<file path="src/rtl/timer_ctrl_pkg.sv">
// Shared types and widths for the timer controller and its helpers.
package timer_ctrl_pkg;

    localparam int TIMER_W = 10;
    localparam int CNT_W   = 8;
    localparam int WD_W    = 11;

    typedef enum logic [1:0] {
        IDLE   = 2'd0,
        CLEAR  = 2'd1,
        RUN    = 2'd2,
        EXPIRE = 2'd3
    } state_t;

endpackage

</file>
<file path="src/rtl/timer_watchdog.sv">
// Counts RUN cycles and flags a timeout once the count reaches
// final_value + SLACK without the timer completing.
module timer_watchdog
    import timer_ctrl_pkg::*;
#(
    parameter int SLACK = 16
) (
    input  logic               clock,
    input  logic               reset,
    input  logic               run,
    input  logic [TIMER_W-1:0] final_value,
    output logic               timeout
);

    logic [WD_W-1:0] cnt;
    logic [WD_W-1:0] limit;

    // Sum is computed in 11 bits so the largest final value plus slack cannot wrap.
    assign limit = WD_W'(final_value) + WD_W'(SLACK);

    // Counter is held at zero outside RUN, so every RUN entry starts a fresh count.
    always_ff @(posedge clock) begin
        if (reset || !run) begin
            cnt <= '0;
        end else begin
            cnt <= cnt + WD_W'(1);
        end
    end

    // Fires in the RUN cycle that completes the limit-th RUN cycle.
    assign timeout = run && ((cnt + WD_W'(1)) == limit);

endmodule

</file>
<file path="src/rtl/timer_ctrl_master.sv">
// Request-side controller for timer_10bit: sequences clear/run, converts the
// timer's done level into a one-cycle expired pulse, supports one-shot and
// periodic requests. Optional RUN watchdog built when TIMER_CTRL_WATCHDOG_EN
// is defined; otherwise fault is tied low and RUN waits indefinitely.
//
// state  | meaning
// IDLE   | waiting for a request, timer held clear
// CLEAR  | one-cycle timer clear before counting
// RUN    | timer counting, waiting for done
// EXPIRE | one-cycle expired pulse, then repeat or return to IDLE
module timer_ctrl_master
    import timer_ctrl_pkg::*;
#(
    parameter int WATCHDOG_SLACK = 16
) (
    input  logic               clock,
    input  logic               reset,
    input  logic               req_valid,
    input  logic [TIMER_W-1:0] req_value,
    input  logic               req_repeat,
    output logic               req_ready,
    input  logic               cancel,
    output logic               expired,
    output logic               busy,
    output logic [CNT_W-1:0]   expire_count,
    output logic               fault,
    output logic               resetn_timer,
    output logic               timer_active,
    output logic [TIMER_W-1:0] timer_final_value,
    input  logic               timer_done
);

    state_t state;
    state_t state_nxt;
    logic   repeat_q;
    logic   accept;
    logic   wd_timeout;

    assign req_ready = (state == IDLE);

    // State register.
    always_ff @(posedge clock) begin
        if (reset) begin
            state <= IDLE;
        end else begin
            state <= state_nxt;
        end
    end

    // Next-state decode; cancel outranks done, done outranks the watchdog.
    always_comb begin
        state_nxt = state;
        accept    = 1'b0;
        case (state)
            IDLE: begin
                if (req_valid) begin
                    accept    = 1'b1;
                    state_nxt = CLEAR;
                end
            end
            CLEAR: begin
                state_nxt = cancel ? IDLE : RUN;
            end
            RUN: begin
                if (cancel) begin
                    state_nxt = IDLE;
                end else if (timer_done) begin
                    state_nxt = EXPIRE;
                end else if (wd_timeout) begin
                    state_nxt = IDLE;
                end
            end
            EXPIRE: begin
                state_nxt = (cancel || !repeat_q) ? IDLE : CLEAR;
            end
            default: begin
                state_nxt = IDLE;
            end
        endcase
    end

    // Registered outputs follow the next state so they line up with the state register.
    always_ff @(posedge clock) begin
        if (reset) begin
            resetn_timer      <= 1'b0;
            timer_active      <= 1'b0;
            expired           <= 1'b0;
            busy              <= 1'b0;
            expire_count      <= '0;
            timer_final_value <= '0;
            repeat_q          <= 1'b0;
        end else begin
            resetn_timer <= (state_nxt == RUN) || (state_nxt == EXPIRE);
            timer_active <= (state_nxt == RUN);
            expired      <= (state_nxt == EXPIRE);
            busy         <= (state_nxt != IDLE);
            if (accept) begin
                timer_final_value <= req_value;
                repeat_q          <= req_repeat;
                expire_count      <= '0;
            end else if ((state_nxt == EXPIRE) && (expire_count != {CNT_W{1'b1}})) begin
                expire_count <= expire_count + CNT_W'(1);
            end
        end
    end

`ifdef TIMER_CTRL_WATCHDOG_EN
    logic run_state;
    assign run_state = (state == RUN);

    timer_watchdog #(
        .SLACK(WATCHDOG_SLACK)
    ) u_watchdog (
        .clock       (clock),
        .reset       (reset),
        .run         (run_state),
        .final_value (timer_final_value),
        .timeout     (wd_timeout)
    );

    // Fault is sticky until the next accepted request.
    always_ff @(posedge clock) begin
        if (reset) begin
            fault <= 1'b0;
        end else if (accept) begin
            fault <= 1'b0;
        end else if (run_state && !cancel && !timer_done && wd_timeout) begin
            fault <= 1'b1;
        end
    end
`else
    assign wd_timeout = 1'b0;
    assign fault      = 1'b0;
`endif

endmodule

</file>
<file path="config.mk">
export PLATFORM = sky130hd
export DESIGN_NAME = timer_ctrl_master
export DESIGN_NICKNAME = d
export VERILOG_FILES = /design/src/rtl/timer_ctrl_pkg.sv /design/src/rtl/timer_watchdog.sv /design/src/rtl/timer_ctrl_master.sv
export SDC_FILE = /design/constraint.sdc
export NUM_CORES = 1
export LEC_CHECK = 0
export CAP_MARGIN = 25
export CORE_ASPECT_RATIO = 1.2
export CORE_MARGIN = 2
export CORE_UTILIZATION = 35
export CTS_CLUSTER_SIZE = 10
export DETAILED_ROUTE_END_ITERATION = 6
export GPL_TIMING_DRIVEN = 0
export PLACE_DENSITY = 0.75
export SKIP_CTS_REPAIR_TIMING = 1
export SYNTH_ARGS = -nofsm -noshare
export SYNTH_HDL_FRONTEND = slang
export SYNTH_HIERARCHICAL = 1
export SYNTH_SLANG_ARGS = --single-unit
</file>
<file path="constraint.sdc">
create_clock -name clock -period 2.75 [get_ports clock]
set_clock_uncertainty 0.2 [all_clocks]
set_input_delay 0.55 -clock clock [delete_from_list [all_inputs] [get_ports clock]]
set_output_delay 0.55 -clock clock [all_outputs]
set_load 0.005 [all_outputs]
</file>
== Word level (Yosys, flattened, before mapping) ==
Cells that the tools add are included.

* $add $sub $neg: 1
* Eq/ne operators: 6
* Multiplexer cells: 8
* Reductions and logical operators: 7

{| class="wikitable"
|+ Operators with widths
! kind !! number
|-
| $add 8x1->8 const B || 1
|-
| $eq 2x2->1 const B || 4
|-
| $mux 2 || 4
|-
| $ne 8x8->1 const B || 1
|-
| $pmux 2 s4 || 1
|-
| $mux 1 || 3
|-
| $eq 2x1->1 const B || 1
|-
| $logic_not 2->1 || 1
|-
| $logic_or 1x1->1 || 2
|-
| $reduce_bool 2->1 || 1
|-
| $reduce_or 2->1 || 1
|-
| $logic_and 1x1->1 || 1
|-
| $logic_not 1->1 || 1
|}

* Flip-flop bits (word level): 25
* Output and inout bits: 24
* Logic and storage cells: 30

== Longest topological paths before layout ==
* Depth in word-level cells: 6
* Gate-level depth with buffers: 5
* Gate-level depth less buffers: 5

== Least setup slack after synthesis ==
No wires, ideal clock.

* Path kind: in2reg
* Start point: in req_valid
* End point: reg expire_count[4]
* Data arrival time: 1.600 ns
* Slack: 0.891 ns
* Stages: 5
* Cells stage by stage: nor3b_2 -> or2_1 -> buf_6 -> or4_1 -> nand2_1

* Longest elaborated chain between the ends: 4
* Elaborated cells on any way between the ends: 7

{| class="wikitable"
|+ RTL lines
! item !! RTL line !! source
|-
| from (decl) || timer_ctrl_master.sv:18 || <nowiki>input logic req_valid,</nowiki>
|-
| $mux 2 || timer_ctrl_master.sv:56 || <nowiki>if (req_valid) begin</nowiki>
|-
| $pmux 2 s4 || timer_ctrl_master.sv:54 || <nowiki>case (state)</nowiki>
|-
| $eq 2x2->1 || timer_ctrl_master.sv:101 || <nowiki>end else if ((state_nxt == EXPIRE) && (expire_count != {CNT_W{1'b1}})) begin</nowiki>
|-
| $logic_and 1x1->1 || timer_ctrl_master.sv:101 ||
|-
| to (signal assigned) || timer_ctrl_master.sv:102 || <nowiki>expire_count <= expire_count + CNT_W'(1);</nowiki>
|-
| to (decl) || timer_ctrl_master.sv:25 || <nowiki>output logic [CNT_W-1:0] expire_count,</nowiki>
|}

Parallel ways exist; a longest one is shown, timed or not.
A chain may end at the register's enable or synchronous reset.

== Worst setup path in the final report ==
* Start point: reg state[1]
* End point: out req_ready

* Longest elaborated chain between the ends: 1

{| class="wikitable"
|+ RTL lines
! item !! RTL line !! source
|-
| from (decl) || timer_ctrl_master.sv:33 || <nowiki>state_t state;</nowiki>
|-
| from (signal assigned) || timer_ctrl_master.sv:46 || <nowiki>state <= state_nxt;</nowiki>
|-
| $logic_not 2->1 || timer_ctrl_master.sv:39 || <nowiki>assign req_ready = (state == IDLE);</nowiki>
|-
| to (decl) || timer_ctrl_master.sv:21 || <nowiki>output logic req_ready,</nowiki>
|}

Every way passes these cells.

==> flow_summary.ini <==
[setup_path]
rr_endpoint = expire_count[4]
worst_setup_path_start_kind = flop
cp_data_required_time_ps = 2000
cp.buffers_inverters = 1
cp-startpoint = state[1]
worstRegToRegCells = 5
critPathSlowestCell = clkdlybuf4s50_1
crit_family = buffers and inverters
worstPathCellList = nor2_1, clkdlybuf4s50_1
path_max_fanout = 5
crit_end = req_ready
rrSetupSlack_ps = 1020
cp-end-kind = primary output
worst_r2r_startpoint = state[0]
cp.depth = 2
crit_arrival_ps = 1390
path_class = reg2out
slowest_delay_ps = 530

[synthesis]
syn_area_per_cell_um2 = 8.613
synthMuxAreaShare = 0.02075
ys_ff_latch = 25
synthCells = 112
synth-compound-area-share = 0.1245
synth_top_cell_area_share = 0.5188
syn-num-nets = 129
synth-seq-area-share = 0.5188
netlist_area_um2 = 964.7
synth_xor_area_frac = 0.03632
netlist_top_cells_area = dfxtp_1 (52%), nand2_1 (9.7%), a21oi_1 (7.3%)
synth_top_family_by_area = simple AND/OR/NAND/NOR gates
ys_types = 27
yosys.area.top_type = dfxtp_1
synthAdderAreaFrac = 0.01297
ys_warn_count = 6
yosys.area_share.simple = 0.2399

[outcome]
status = finished clean

[flow_run]
cap_violations = 0

[layout]
diodes = 0
fill_cells = 245
nets = 172
mostFrequentLayoutCells = clkdlybuf4s50_1 (38), nand2_1 (25), dfxtp_1 (25)
final_common_cell = clkdlybuf4s50_1
fin_cells = 187
area.growth.synth_to_final_pct = 46.56
drive_gt1_frac = 0.04545

[grt]
overflow = 0
grtUsageTotal = 0.1460
antenna_found_initial = 0
grt_pass1_vias = 856
grt_max_degree = 15
grt_first_pass_wirelength_um = 3477

[routing]
wirelength_um = 2086
wl_met1_um = 858
met3_length_um = 156
met2WireLength_um = 1025
via_count = 899
dr.pass1.iters = 3
wl_per_cell_um = 11.16
antenna_left = 0
drc = 0
via_per_inst = 4.807
highest_layer = met4
first_iter_violations = 13

[placement]
place_inst = 183
dpl.hpwl_um = 1643
globalplace.congestion = 0.7018
io_buffers = 38

[timing]
hold_violations = 0
rsz0062_at_grt = false
post-route-period-util = 0.7764
slew_violations = 0
fin_crit_ps = 2135
setup_viol_count_final = 0
clock.fmax_ghz = 0.4684
fin_setup_tns_ps = 0

[clocking]
cts_tree = done
cts_root_buf = clkbuf_4
htree_levels = 1
clk_pin_slew_ps = 130
clock-sinks = 25
clock_path_buffers = 2
cts_buffers = 3
clk_latency_ps = 320

[floorplan]
fp.dieH_um = 61.51
core-area_um2 = 2577
start_util = 0.3743
die_width_um = 51.93
rows = 20
dieArea_um2 = 3194
ioPinCount = 40

[min_path]
hold_path.class = reg2reg

[power]
ir_drop_v = 0.0003060
power_leakage_uw = 0.0005423
power.density_nw_per_um2 = 453.1
==> synth_stat cells, drive strengths merged <==
| cell | n |
|---|---|
| nor3 | 1 |
| xnor2 | 1 |
| nor2 | 9 |
| buf | 2 |
| or3 | 3 |
| and4bb | 1 |
| and2 | 1 |
| conb | 1 |
| xor2 | 3 |
| mux2i | 2 |
| o21ai | 4 |
| o211ai | 3 |
| or4 | 1 |
| a21oi | 14 |
| clkbuf | 3 |
| nand3 | 2 |
| ha | 1 |
| dfxtp | 25 |
| inv | 3 |
| a211oi | 1 |
| and3 | 2 |
| nand2 | 25 |
| nand4 | 2 |
| or2 | 1 |
| nor3b | 1 |
==> cell families (layout without fill, tap and decap cells) <==
family	after synthesis	in the layout
fa+ha+maj	1	1
simple gates	49	49
buf+inv	8	50
compound gates	22	22
mux	2	2
other cells	1	1
flops	25	25
xor+xnor	4	4
==> metrics by stage <==
step	total power [uW]	utilization	instance area [um^2]	setup slack, ps	hold slack, ps
finish	640.6	0.5485	1414	615.0	263.7
detailed placement	487.7	0.5379	1386	381.1	248.9
CTS	646.9	0.5485	1414	596.2	266.3
global route	672.0	0.5485	1414	517.0	287.4
floorplan	429.6	-	964.7	891.2	236.0
global placement	486.3	0.5379	1386	383.9	243.1
==> layout make-up <==
cell class	instances	area, um^2	area share
Sequential cell	25	500.5	0.3540
Multi-Input combinational cell	79	422.9	0.2991
Timing Repair Buffer	38	380.4	0.2690
Tap cell	33	41.29	0.02920
Buffer	5	30.03	0.02124
Clock buffer	3	22.52	0.01593
Inverter	3	11.26	0.007965
Clock inverter	1	5.005	0.003540
==> state kept, by name, indices dropped and copies added, names as in the netlist <==
name	flops
repeat_q	1
busy	1
resetn_timer	1
timer_final_value	10
expire_count	8
expired	1
state	2
timer_active	1
==> routing by layer <==
| layer | up-vias | global-route usage |
|---|---|---|
| met1 | 403 | 0.1437 |
| met3 | 5 | 0.03641 |
| li1 | 457 | - |
| met4 | 0 | 0.07895 |
| met2 | 34 | 0.2785 |
| met5 | - | 0 |
==> tightest hold or removal path: cells and delay by family, from the launching register on <==
kind | cells | cell delay (ps)
AND/OR/NAND/NOR | 1 | 50
AO/OA/AOI/OAI | 1 | 50
flip-flops | 1 | 330
==> worst min-delay path by stage <==
stage	start	end	slack (ps)	cells past startpoint
5_1_grt	timer_final_value[8]	timer_final_value[8]	290	2
4_1_cts	timer_final_value[3]	timer_final_value[3]	270	2
3_5_place_dp	timer_final_value[3]	timer_final_value[3]	250	2
6_report	timer_final_value[7]	timer_final_value[7]	260	2
3_3_place_gp	timer_final_value[1]	timer_final_value[1]	240	2
2_1_floorplan	repeat_q	repeat_q	240	2
==> report_power, final <==
group | internal [uW] | total, uW | switching [uW]
logic | 56.7 | 93.8 | 37.1
registers | 377 | 385 | 8.24
clock network | 54.5 | 162 | 107
Power figures use the tool's default switching activity.
